<file path="src/rtl/pwm_update_scheduler_if.sv">
// Register write bus from the SPI peripheral into the PWM update scheduler.
interface pwm_update_scheduler_if;
  logic       wr_valid;
  logic [6:0] wr_addr;
  logic [7:0] wr_data;

  modport master (output wr_valid, output wr_addr, output wr_data);
  modport slave  (input  wr_valid, input  wr_addr, input  wr_data);
endinterface

</file>
<file path="src/rtl/pwm_update_scheduler.sv">
// Shadows PWM config writes and commits them to live registers 2 cycles after a period tick, force or timeout.
// No backpressure: a write is accepted every cycle, including in the commit cycle.
module pwm_update_scheduler #(
  parameter int MAX_WAIT = 1023
) (
  input  logic                         clk,
  input  logic                         rst,
  pwm_update_scheduler_if.slave        wr,
  input  logic                         period_tick,
  output logic [7:0]                   en_reg_out_7_0,
  output logic [7:0]                   en_reg_out_15_8,
  output logic [7:0]                   en_reg_pwm_7_0,
  output logic [7:0]                   en_reg_pwm_15_8,
  output logic [7:0]                   pwm_duty_cycle,
  output logic                         pending,
  output logic                         commit_pulse,
  output logic                         err_addr
);

  localparam int CW = (MAX_WAIT > 1) ? $clog2(MAX_WAIT) : 1;
  localparam logic [CW-1:0] LAST = CW'(MAX_WAIT - 1);

  typedef enum logic [1:0] {IDLE, PENDING, COMMIT} state_t;

  state_t              state;
  logic [4:0][7:0]     shadow;
  logic [4:0][7:0]     live;
  logic [4:0]          mask;
  logic [CW-1:0]       wait_cnt;

  logic [4:0]          wr_bit;
  logic                force_req;
  logic                err_clr;
  logic                err_set;

  always_comb begin
    wr_bit = '0;
    for (int i = 0; i < 5; i++) begin
      wr_bit[i] = wr.wr_valid && (wr.wr_addr == 7'(i));
    end
    force_req = wr.wr_valid && (wr.wr_addr == 7'd5) && wr.wr_data[0];
    err_clr   = wr.wr_valid && (wr.wr_addr == 7'd5) && wr.wr_data[1];
    err_set   = wr.wr_valid && (wr.wr_addr >= 7'd6);
  end

  always_ff @(posedge clk) begin
    if (rst) begin
      state        <= IDLE;
      shadow       <= '0;
      live         <= '0;
      mask         <= '0;
      wait_cnt     <= '0;
      commit_pulse <= 1'b0;
      err_addr     <= 1'b0;
    end else begin
      for (int i = 0; i < 5; i++) begin
        if (wr_bit[i]) shadow[i] <= wr.wr_data;
      end

      if (err_clr)      err_addr <= 1'b0;
      else if (err_set) err_addr <= 1'b1;

      commit_pulse <= 1'b0;

      case (state)
        IDLE: begin
          if (|wr_bit) begin
            mask     <= wr_bit;
            wait_cnt <= '0;
            state    <= PENDING;
          end
        end
        PENDING: begin
          mask     <= mask | wr_bit;
          wait_cnt <= wait_cnt + CW'(1);
          if (period_tick || force_req || (wait_cnt == LAST)) state <= COMMIT;
        end
        COMMIT: begin
          // Live takes the pre-write shadow; a same-cycle write starts the next update.
          for (int i = 0; i < 5; i++) begin
            if (mask[i]) live[i] <= shadow[i];
          end
          commit_pulse <= 1'b1;
          mask         <= wr_bit;
          wait_cnt     <= '0;
          state        <= (|wr_bit) ? PENDING : IDLE;
        end
        default: state <= IDLE;
      endcase
    end
  end

  assign en_reg_out_7_0  = live[0];
  assign en_reg_out_15_8 = live[1];
  assign en_reg_pwm_7_0  = live[2];
  assign en_reg_pwm_15_8 = live[3];
  assign pwm_duty_cycle  = live[4];
  assign pending         = |mask;

endmodule

</file>
<file path="src/flat_wrapper.sv">
// flat-port wrapper written by rule: the top's interface ports become plain ports
module pwm_update_scheduler_flat 
#(
  parameter int MAX_WAIT = 1023
)
  (clk, rst, period_tick, en_reg_out_7_0, en_reg_out_15_8, en_reg_pwm_7_0, en_reg_pwm_15_8, pwm_duty_cycle, pending, commit_pulse, err_addr, wr_wr_valid, wr_wr_addr, wr_wr_data);
  pwm_update_scheduler_if wr_i ();
  input  logic clk;
  input  logic rst;
  input  logic period_tick;
  output logic [7:0] en_reg_out_7_0;
  output logic [7:0] en_reg_out_15_8;
  output logic [7:0] en_reg_pwm_7_0;
  output logic [7:0] en_reg_pwm_15_8;
  output logic [7:0] pwm_duty_cycle;
  output logic pending;
  output logic commit_pulse;
  output logic err_addr;
  input wire logic [$bits(wr_i.wr_valid)-1:0] wr_wr_valid;
  input wire logic [$bits(wr_i.wr_addr)-1:0] wr_wr_addr;
  input wire logic [$bits(wr_i.wr_data)-1:0] wr_wr_data;
  assign wr_i.wr_valid = wr_wr_valid;
  assign wr_i.wr_addr = wr_wr_addr;
  assign wr_i.wr_data = wr_wr_data;
  pwm_update_scheduler #(.MAX_WAIT(MAX_WAIT)) u_core (.clk(clk), .rst(rst), .wr(wr_i), .period_tick(period_tick), .en_reg_out_7_0(en_reg_out_7_0), .en_reg_out_15_8(en_reg_out_15_8), .en_reg_pwm_7_0(en_reg_pwm_7_0), .en_reg_pwm_15_8(en_reg_pwm_15_8), .pwm_duty_cycle(pwm_duty_cycle), .pending(pending), .commit_pulse(commit_pulse), .err_addr(err_addr));
endmodule
</file>
<file path="config.mk">
export PLATFORM = sky130hd
export DESIGN_NAME = pwm_update_scheduler_flat
export DESIGN_NICKNAME = d
export VERILOG_FILES = /design/src/rtl/pwm_update_scheduler_if.sv /design/src/rtl/pwm_update_scheduler.sv /design/src/flat_wrapper.sv
export SDC_FILE = /design/constraint.sdc
export NUM_CORES = 1
export LEC_CHECK = 0
export BUFFER_PORTS_ARGS = -buffer_cell sky130_fd_sc_hd__buf_4
export CORE_UTILIZATION = 48
export CTS_CLUSTER_DIAMETER = 40
export CTS_CLUSTER_SIZE = 14
export DETAILED_ROUTE_END_ITERATION = 8
export PLACE_DENSITY = 0.8
export SLEW_MARGIN = 20
export SYNTH_ARGS = -nofsm -noshare
export SYNTH_HDL_FRONTEND = slang
export SYNTH_SLANG_ARGS = --single-unit
</file>
<file path="constraint.sdc">
create_clock -name clk -period 2.1 [get_ports clk]
set_clock_uncertainty 0.1 [all_clocks]
set_input_delay 0.21 -clock clk [delete_from_list [all_inputs] [get_ports clk]]
set_output_delay 0.21 -clock clk [all_outputs]
set_load 0.03 [all_outputs]
</file>
# After elaboration in Yosys (flattened, before gate mapping)
# Cells that the tools add are included.
# op_classes
add_sub_neg	1
magnitude_cmp	1
n_eq_ne	10
n_mux	9
bitwise	1
reduce_logical	24
# ops
cell	n
10-bit case mux with 3 select lines	1
5-bit case mux with 3 select lines	1
7-bit by 2-bit == test with 1-bit output (second input constant)	2
7-bit by 3-bit == test with 1-bit output (second input constant)	2
2-bit AND reduction	7
10-bit by 1-bit adder with 10-bit output (second input constant)	1
10-bit == test (second input constant)	1
10-bit 2-to-1 mux	1
5-bit OR reduction	2
1-bit logical AND	9
7-bit by 1-bit == test with 1-bit output (second input constant)	1
7-bit by 3-bit greater-or-equal comparator with 1-bit output (second input constant)	1
7-bit zero test	1
2-bit case mux with 3 select lines	1
5-bit 2-to-1 mux	1
5-bit bitwise OR	1
2-bit 2-to-1 mux	2
2-bit by 1-bit != test with 1-bit output (second input constant)	2
3-bit nonzero test	1
2-bit by 1-bit == test with 1-bit output (second input constant)	1
2-bit == test (second input constant)	1
2-bit zero test	1
1-bit logical OR	2
1-bit 2-to-1 mux	2
2-bit OR reduction	1
# totals
reg_bits	99
input_bits	19
output_inout_bits	43
elab_cells	61

# Logic depth before layout (Yosys ltp)
# Gate-level depths: netlist (run 1).
# logic_depth
word_depth	7
mapped_depth	6
depth_no_buf	6

# Worst setup path before layout (run 1)
# No wires, ideal clock.
# synth_timing
path_type	input port to flip-flop
start	in wr_wr_addr[6]
end	reg u_core.shadow[20] (netlist bit)
setup_time_ns	0.132
t_arrival_ns	1.588
slack_ns	0.279
stages	6
n_path_buf	2
cell_sequence	or4_1 buf_2 or4_1 buf_2 nand2_1 a21oi_1
# synth_between
elab_chain_cells	2
# synth_rtl
item	line	text
start: declaration	flat_wrapper.sv:20	input wire logic [$bits(wr_i.wr_addr)-1:0] wr_wr_addr;
7-bit by 2-bit == test with 1-bit output	pwm_update_scheduler.sv:39	wr_bit[i] = wr.wr_valid && (wr.wr_addr == 7'(i));
1-bit logical AND	pwm_update_scheduler.sv:39	
end signal: indexed assignment	pwm_update_scheduler.sv:57	if (wr_bit[i]) shadow[i] <= wr.wr_data;
end: declaration	pwm_update_scheduler.sv:26	logic [4:0][7:0] shadow;
# No other way between the ends.
# A chain may end at the register's enable or synchronous reset.

# Worst setup path in the final report (run 1)
# layout_timing
start	in wr_wr_addr[6]
end	reg u_core.shadow[23] (netlist bit)
# The elaborated chain is that of the path after synthesis.

==> results of run 1 <==
-- final cells by class --
class / instances / area [um^2]
clock inverter: 6 / 56.3
sequential: 99 / 1980
multi-input combinational: 310 / 1720
tap: 102 / 128
timing repair buffer: 74 / 581
fill: 697 / 3100
inverter: 5 / 18.8
clock buffer: 10 / 138
-- per-stage QoR --
| stage | worst slack, ns | std cells | hold WS [ns] | setup TNS (ns) |
|---|---|---|---|---|
| detailed placement | -0.0219 | 590 | 0.349 | -0.107 |
| finish | 0.349 | 606 | 0.0263 | 0 |
| floorplan | 0.279 | 446 | 0.220 | 0 |
| CTS | 0.368 | 606 | 0.0136 | 0 |
| global placement | 0.0230 | 590 | 0.345 | 0 |
| global route | 0.241 | 606 | 0.0226 | 0 |
-- registers in the layout (all words and copies together), names as in the netlist --
register,count
u_core.mask,5
u_core.wait_cnt,10
u_core.en_reg_out_7_0,8
u_core.shadow,40
u_core.en_reg_pwm_15_8,8
u_core.en_reg_out_15_8,8
u_core.en_reg_pwm_7_0,8
u_core.pwm_duty_cycle,8
u_core.err_addr,1
u_core.commit_pulse,1
u_core.state,2
-- where the power goes --
group / switching (uW) / internal (uW) / leakage [uW]
registers: 4.59 / 1880 / 0.000797
clock network: 697 / 488 / 0.0000969
logic: 84.8 / 44.5 / 0.000760
-- metal layers --
| metal | part of all wire | wire (um) | GRT usage | vias up |
|---|---|---|---|---|
| met3 | 0.045 | 398 | 0.0335 | 18 |
| met5 | 0 | 0 | 0 | - |
| met2 | 0.48 | 4220 | 0.358 | 92 |
| li1 | - | - | - | 1651 |
| met4 | 0.023 | 204 | 0.118 | 0 |
| met1 | 0.45 | 3930 | 0.280 | 1567 |
-- worst register-to-register path: stages, from the launching register on --
cell	delay [ns]
dfxtp_1	0.67
nor2b_2	0.13
buf_12	0.19
a41oi_1	0.17
buf_4	0.18
nor2_1	0.05
nor3_1	0.15
-- path summary, 6_finish.rpt --
| path | depth (start not counted) | endpoint | slack, ns | start |
|---|---|---|---|---|
| min | 3 | u_core.shadow[18] | 0.03 | wr_wr_data[2] |
| max reg2reg | 6 | u_core.mask[2] | 0.39 | u_core.state[0] |
| min reg2reg | 2 | u_core.en_reg_pwm_7_0[0] | 0.36 | u_core.en_reg_pwm_7_0[0] |
| max | 5 | u_core.shadow[23] | 0.35 | wr_wr_addr[6] |
-- layout by cell type, fill, tap and decap left out, types with 3 or more instances in the layout --
cell type  Yosys  layout
a21oi_1       61      61
a311oi_1       6       6
a31oi_1        6       6
and4_1         4       4
buf_4          2      72
clkbuf_8       0      10
dfxtp_1       99      99
inv_1          4       4
mux2i_1       32      32
nand2_1       71      71
nand3_1       43      43
nor2_1        45      45
nor3_1         7       7
o21ai_0        7       7
or3_1          3       3
-- cells by family after synthesis --
logic type | count (synthesis) | share of synthesized area
simple gates | 190 | 0.230
compound gates | 86 | 0.126
buf+inv | 37 | 0.0393
flops | 99 | 0.515
mux | 32 | 0.0832
fa+ha+maj | 2 | 0.00650
==> flow_metrics.env, run 1 <==
export IMPL_ys_flop_type="dfxtp_1"
export IMPL_worstPathRequired_ns=2.24
export IMPL_mappedNetlistArea_um2=3850
export IMPL_cts_repair_resized=0
export IMPL_worstMarginPinSlew_ns=0.638
export IMPL_cts_sinks=99
export IMPL_worst_path_largest_cell_delay_ns=0.69
export IMPL_powerDensity_nw_per_um2=691
export IMPL_yosys_area_top_type="dfxtp_1"
export IMPL_drtIter0Drc=240
export IMPL_utilization=0.599
export IMPL_grt_pass1_wl_um=14600
export IMPL_cts_buffers=9
export IMPL_cap_violations=0
export IMPL_path_clk_slew_ns=0.10
export IMPL_ioPinCount=62
export IMPL_crit_path_max_fanout=8
export IMPL_status="complete, no violations"
export IMPL_synth_cell_type_count=36
export IMPL_avgSynthCellArea_um2=8.63
export IMPL_slew_headroom=0.572
export IMPL_cp_arrival_ns=1.89
export IMPL_hold_class="primary input to flip-flop"
export IMPL_grt_usage=0.220
export IMPL_ir_drop_mv=0.376
export IMPL_startpoint_type="primary input"
export IMPL_crit_family="simple AND/OR/NAND/NOR gates"
export IMPL_insertion_delay_ns=0.37
export IMPL_rows=32
export IMPL_p_leak_uw=0.00165
export IMPL_final_max_slew_viol_count=0
export IMPL_critical_path_class="primary input to flip-flop"
export IMPL_yosysWarningCount=0
export IMPL_yosys_top_cells_count="99 x dfxtp_1, 71 x nand2_1, 61 x a21oi_1"
export IMPL_yosysSeqAreaShare=0.515
export IMPL_grt_max_degree=49
export IMPL_final_area_um2=4630
export IMPL_worstPathCellList="buf_4, or4_1, or4_1, nand2_1, a21oi_1"
export IMPL_initial_core_util=0.498
export IMPL_syn_inst=446
export IMPL_hold_viol=0
export IMPL_syn_nets=467
export IMPL_die_h_um=91.5
export IMPL_worst_path_buf_inv=1
export IMPL_cts_max_level=3
export IMPL_worst_setup_path_end_kind="flip-flop"
export IMPL_antenna_found_initial=0
export IMPL_synth_most_common_cell="dfxtp_1"
export IMPL_fin_crit_sh=0.834
export IMPL_insertedDiodeCount=0
export IMPL_synth_top_cells_by_area="dfxtp_1 51%, mux2i_1 8.3%, a21oi_1 7.9%"
export IMPL_fmax_mhz=571
export IMPL_vias_per_cell=5.49
export IMPL_io_buffers=61
export IMPL_setup_violations=0
export IMPL_drc=0
export IMPL_dr_pass1_iters=5
export IMPL_area_delta_synth_final_pct=20.2
export IMPL_power_uw=3200
export IMPL_rsz0062_at_grt="no"
export IMPL_grt_ovfl_total=0
export IMPL_vias=3328
export IMPL_root_buffer="clkbuf_8"
export IMPL_gp_congestion=0.772
export IMPL_first_global_vias=3114
export IMPL_cts_buffer_depth=2
export IMPL_die_x_um=91.5
export IMPL_cpMaxStageDelayCell="or4_1"
export IMPL_die_area_um2=8380
export IMPL_dpl_hpwl_um=5900
export IMPL_cp_common_cell="or4_1"
export IMPL_drive_gt1_frac=0.192
export IMPL_drtAntennaViolNets=0
export IMPL_synth_top_cell_area_share=0.515
export IMPL_dpl_cell_area_um2=4430
export IMPL_wl_per_cell_um=14.4
export IMPL_ys_ff_latch=99
export IMPL_wl_um=8750
export IMPL_holdBufCountCts=0
export IMPL_synth_edf_count=0
export IMPL_core_area_um2=7730
export IMPL_post_cts_buffers=0
export IMPL_cts_tree="done"
export IMPL_final_nets=520
export IMPL_post_route_min_period_ns=1.75
export IMPL_async_reset_ff_frac=0
No activity file was read; power rests on OpenSTA's default activity.
==> run 2: changes to the inputs <==
==> constraint.sdc (replaced) <==
create_clock -name clk -period 1.8 [get_ports clk]
set_clock_uncertainty 0.1 [all_clocks]
set_input_delay 0.18 -clock clk [delete_from_list [all_inputs] [get_ports clk]]
set_output_delay 0.18 -clock clk [all_outputs]
set_load 0.03 [all_outputs]
==> flow_metrics.env, run 2 (same netlist as run 1, synthesis figures left out) <==
export IMPL_status="complete, no violations"
export IMPL_r2r_start="u_core.state[0]"
export IMPL_top_register="u_core.shadow"
export IMPL_crit_path_max_fanout=8
export IMPL_post_route_min_period_ns=1.74
export IMPL_worst_path_largest_cell_delay_ns=0.70
export IMPL_cp_common_cell="or4_1"
export IMPL_worst_path_buf_inv=1
export IMPL_n_fill_cell=654
export IMPL_instances_no_fill=615
export IMPL_initial_core_util=0.498
export IMPL_setup_violations=0
export IMPL_dpl_hpwl_um=6200
export IMPL_rsz0062_at_grt="no"
export IMPL_dp_cells=594
export IMPL_final_max_slew_viol_count=0
export IMPL_cap_violations=0
export IMPL_first_global_vias=3304
export IMPL_ff_latch_area_um2=1980
export IMPL_gp_congestion=0.818
export IMPL_ff2ff_setup_slack_ns=0.16
export IMPL_drc=0
export IMPL_wl_per_cell_um=15.0
export IMPL_min_to="u_core.shadow[18]"
export IMPL_grt_ovfl_total=0
export IMPL_final_area_um2=4730
export IMPL_vias=3413
export IMPL_vias_per_cell=5.55
export IMPL_fmax_mhz=576
export IMPL_insertion_delay_ns=0.36
export IMPL_utilization=0.612
export IMPL_powerDensity_nw_per_um2=785
export IMPL_drtAntennaViolNets=0
export IMPL_worst_setup_path_end_kind="flip-flop"
export IMPL_p_leak_uw=0.00170
export IMPL_startpoint_type="primary input"
export IMPL_cts_buffer_depth=2
export IMPL_grt_pass1_wl_um=15100
export IMPL_reg2reg_depth=5
export IMPL_area_delta_synth_final_pct=22.9
export IMPL_cts_buffers=9
export IMPL_die_area_um2=8380
export IMPL_reg_top3="u_core.shadow: 40 flops, u_core.wait_cnt: 10 flops"
export IMPL_hold_class="primary input to flip-flop"
export IMPL_cts_max_level=3
export IMPL_critical_path_class="primary input to flip-flop"
export IMPL_ioPinCount=62
export IMPL_path_clk_slew_ns=0.09
export IMPL_multiInputGateArea_um2=1730
export IMPL_worstHoldStart="wr_wr_data[2]"
export IMPL_hold_ws_ns=0.0134
export IMPL_wl_um=9200
export IMPL_dr_pass1_iters=5
export IMPL_root_buffer="clkbuf_8"
export IMPL_final_cell_mix="98 x dfxtp_1, 74 x buf_4, 71 x nand2_1"
export IMPL_dpl_cell_area_um2=4490
export IMPL_die_x_um=91.5
export IMPL_grt_max_degree=46
export IMPL_cts_sinks=99
export IMPL_worstMarginPinSlew_ns=0.653
export IMPL_cp_depth=5
export IMPL_io_buffers=61
export IMPL_min_delay_path_depth=3
export IMPL_die_h_um=91.5
export IMPL_ir_drop_mv=0.431
export IMPL_final_common_cell="dfxtp_1"
export IMPL_antenna_found_initial=0
export IMPL_fin_crit_sh=0.965
export IMPL_worstPathCellList="buf_4, or4_1, or4_1, nand2_1, a21oi_1"
export IMPL_drtIter0Drc=325
export IMPL_slew_headroom=0.562
export IMPL_final_nets=529
export IMPL_r2r_end="u_core.mask[3]"
export IMPL_cts_tree="done"
export IMPL_rows=32
export IMPL_drive_gt1_frac=0.199
export IMPL_hold_viol=0
export IMPL_cpMaxStageDelayCell="or4_1"
export IMPL_largest_reg_flops=40
export IMPL_core_area_um2=7730
export IMPL_cp_arrival_ns=1.89
export IMPL_insertedDiodeCount=0
export IMPL_worstPathRequired_ns=1.96
export IMPL_crit_family="simple AND/OR/NAND/NOR gates"
export IMPL_grt_usage=0.228
## run 2: changes by cell type in the layout (fill, tap and decap cells not counted), sizes merged
cell / change
buf: +4
dlygate4sd3: +5
## run 2: how the worst max path moves through the flow
stage / slack [ns] / endpoint / start
finish: 0.06 / u_core.shadow[23] / wr_wr_addr[6]
global route: 0.003 / u_core.shadow[16] / wr_wr_addr[6]
CTS: 0.05 / u_core.mask[3] / u_core.state[0]
detailed placement: -0.31 / u_core.shadow[21] / wr_wr_addr[6]
global placement: -0.26 / u_core.shadow[19] / wr_wr_addr[6]
floorplan: 0.009 / u_core.shadow[20] / wr_wr_addr[6]
## run 2: per-stage QoR
step	setup TNS [ns]	setup slack, ns	total power (uW)
finish	0	0.0625	3710
global route	0	0.00327	3830
CTS	0	0.0476	3730
detailed placement	-5.99	-0.312	2400
global placement	-4.62	-0.260	2400
floorplan	0	0.00920	2310
## run 2: worst register-to-register path, delay by kind of cell (launching register included)
kind / cells / cell delay [ns]
buffers and inverters: 1 / 0.17
and+or+nand+nor: 3 / 0.40
AOI/OAI and AO/OA: 1 / 0.35
DFF: 1 / 0.54
## run 2: area by class of cell
class | instances | share of cell area
clock buffer | 10 | 0.0270
clock inverter | 6 | 0.0119
inverter | 5 | 0.00397
multi-input combinational | 310 | 0.366
sequential | 99 | 0.419
tap | 102 | 0.0270
timing repair buffer | 83 | 0.145
## run 2: timing repair
item                                    CTS  global route
buffers inserted                          0             0
endpoints found under the setup margin    0             4
hold buffers                              5             0
resized for setup                         0             2
hold endpoints to repair                  6             0
## run 2: layer usage
| metal | wire, um | up-vias | GRT usage |
|---|---|---|---|
| met2 | 4400 | 114 | 0.374 |
| met3 | 400 | 29 | 0.0260 |
| met4 | 300 | 0 | 0.140 |
| met1 | 4100 | 1605 | 0.286 |
| li1 | - | 1665 | - |
| met5 | 0 | - | 0 |
## run 2: where the power goes
part | internal [uW] | switching [uW]
Sequential | 2190 | 5.70
Clock | 533 | 816
Combinational | 62.9 | 103
==> run 3: changes to the inputs <==
--- a/config.mk
+++ b/config.mk
@@ -6,11 +6,13 @@
 export NUM_CORES = 1
 export LEC_CHECK = 0
 export BUFFER_PORTS_ARGS = -buffer_cell sky130_fd_sc_hd__buf_4
-export CORE_UTILIZATION = 48
+export CELL_PAD_IN_SITES_DETAIL_PLACEMENT = 1
+export CELL_PAD_IN_SITES_GLOBAL_PLACEMENT = 1
+export CORE_UTILIZATION = 45
 export CTS_CLUSTER_DIAMETER = 40
 export CTS_CLUSTER_SIZE = 14
 export DETAILED_ROUTE_END_ITERATION = 8
-export PLACE_DENSITY = 0.8
+export PLACE_DENSITY = 0.95
 export SLEW_MARGIN = 20
 export SYNTH_ARGS = -nofsm -noshare
 export SYNTH_HDL_FRONTEND = slang
==> constraint.sdc (replaced) <==
create_clock -name clk -period 2 [get_ports clk]
set_clock_uncertainty 0.1 [all_clocks]
set_input_delay 0.2 -clock clk [delete_from_list [all_inputs] [get_ports clk]]
set_output_delay 0.2 -clock clk [all_outputs]
set_load 0.03 [all_outputs]
==> flow_metrics.env, run 3 (same netlist as run 1, synthesis figures left out) <==
export IMPL_status="complete, no violations"
export IMPL_cts_buffers=9
export IMPL_worst_setup_path_end_kind="flip-flop"
export IMPL_drc=0
export IMPL_p_leak_uw=0.00166
export IMPL_dr_pass1_iters=4
export IMPL_final_nets=522
export IMPL_cts_repair_resized=0
export IMPL_initial_core_util=0.466
export IMPL_fmax_mhz=530
export IMPL_holdBufCountCts=0
export IMPL_hold_ws_ns=0.0207
export IMPL_antenna_found_initial=0
export IMPL_wl_um=11500
export IMPL_vias=3548
export IMPL_first_global_vias=3682
export IMPL_cts_tree="done"
export IMPL_final_cell_mix="98 x dfxtp_1, 72 x buf_4, 71 x nand2_1"
export IMPL_crit_path_start="u_core.state[0]"
export IMPL_io_buffers=61
export IMPL_hold_class="primary input to flip-flop"
export IMPL_worst_path_largest_cell_delay_ns=0.63
export IMPL_die_x_um=94.5
export IMPL_area_delta_synth_final_pct=20.9
export IMPL_worst_path_buf_inv=1
export IMPL_startpoint_type="flip-flop"
export IMPL_insertedDiodeCount=0
export IMPL_path_clk_slew_ns=0.09
export IMPL_insertion_delay_ns=0.38
export IMPL_wl_per_cell_um=18.8
export IMPL_cp_depth=4
export IMPL_worstPathCellList="buf_4, a311oi_1, o21ai_0, a21oi_1"
export IMPL_reg_top3="u_core.shadow: 40 flops, u_core.wait_cnt: 10 flops"
export IMPL_crit_family="compound AO/OA/AOI/OAI gates"
export IMPL_powerDensity_nw_per_um2=712
export IMPL_cts_max_level=3
export IMPL_core_area_um2=8260
export IMPL_drtIter0Drc=147
export IMPL_gp_congestion=0.769
export IMPL_cts_sinks=99
export IMPL_crit_end="u_core.wait_cnt[1]"
export IMPL_rsz0062_at_grt="no"
export IMPL_die_area_um2=8930
export IMPL_top_register="u_core.shadow"
export IMPL_worstMarginPinSlew_ns=0.734
export IMPL_cap_violations=0
export IMPL_root_buffer="clkbuf_8"
export IMPL_rows=33
export IMPL_hold_viol=0
export IMPL_r2r_end="u_core.wait_cnt[1]"
export IMPL_largest_reg_flops=40
export IMPL_grt_max_degree=64
export IMPL_vias_per_cell=5.82
export IMPL_worstPathRequired_ns=2.19
export IMPL_ioPinCount=62
export IMPL_grt_ovfl_total=0
export IMPL_critical_path_class="flip-flop to flip-flop"
export IMPL_r2r_start="u_core.state[0]"
export IMPL_die_h_um=94.5
export IMPL_setup_tns_ns=0
export IMPL_final_common_cell="dfxtp_1"
export IMPL_grt_usage=0.273
export IMPL_cpMaxStageDelayCell="a311oi_1"
export IMPL_slew_headroom=0.508
export IMPL_final_max_slew_viol_count=0
export IMPL_dpl_hpwl_um=7700
export IMPL_fin_crit_sh=0.944
export IMPL_ir_drop_mv=0.418
export IMPL_reg2reg_depth=4
export IMPL_utilization=0.563
export IMPL_post_route_min_period_ns=1.89
export IMPL_cts_buffer_depth=2
export IMPL_post_cts_buffers=0
export IMPL_dp_cells=595
export IMPL_instances_no_fill=610
export IMPL_setup_violations=0
export IMPL_crit_path_max_fanout=8
export IMPL_grt_pass1_wl_um=18400
export IMPL_drtAntennaViolNets=0
export IMPL_drive_gt1_frac=0.196
export IMPL_ff2ff_setup_slack_ns=0.11
export IMPL_power_uw=3320
export IMPL_cp_arrival_ns=2.08
run 3: cell count changes in the layout (fill, tap and decap cells not counted):
cell and delta:
clkinv_4 -1, clkbuf_8 +1, buf_4 -2, a41oi_1 +1
clkinvlp_4 +1, inv_8 -2, clkinv_2 +1, a41oi_2 -1
clkbuf_1 -1, dlygate4sd3_1 -5
run 3: how the worst min path moves through the flow:
stage / cells after the start / start / endpoint / slack, ns
after global placement: 2 / u_core.en_reg_out_7_0[6] / u_core.en_reg_out_7_0[6] / 0.35
after global routing: 3 / wr_wr_data[0] / u_core.shadow[16] / 0.02
after detailed placement: 2 / u_core.pwm_duty_cycle[7] / u_core.pwm_duty_cycle[7] / 0.35
final: 3 / wr_wr_data[6] / u_core.shadow[22] / 0.02
after floorplan: 1 / wr_wr_data[1] / u_core.err_addr / 0.21
after CTS: 3 / wr_wr_data[6] / u_core.shadow[22] / 0.009
run 3: per-layer routing:
metal | routed length (um) | part of all wire | global-route usage
met3 | 563 | 0.049 | 0.0507
met2 | 6110 | 0.53 | 0.507
met1 | 4500 | 0.39 | 0.298
met5 | 0 | 0 | 0
met4 | 298 | 0.026 | 0.129
run 3: area by class of cell:
type	count	area [um^2]
sequential	99	1980
fill	997	3600
timing repair buffer	76	621
tap	105	131
multi-input combinational	310	1720
clock buffer	10	138
inverter	5	18.8
clock inverter	5	37.5
run 3: per-stage QoR:
| stage | setup slack (ns) | area (um^2) |
|---|---|---|
| 2_1_floorplan | 0.189 | 3850 |
| 3_3_place_gp | -0.0530 | 4480 |
| 3_5_place_dp | -0.136 | 4480 |
| 4_1_cts | 0.154 | 4650 |
| 5_1_grt | 0.0441 | 4650 |
| 6_report | 0.112 | 4650 |
run 3: power breakdown:
part	total [uW]	switching [uW]	internal, uW
clock network	1190	706	484
registers	1980	4.75	1970
logic	147	97.4	49.6
total	3320	808	2510
run 3: tightest hold or removal path: stages:
cell	delay, ns
buf_4	0.14
nand2_1	0.06
a21oi_1	0.05
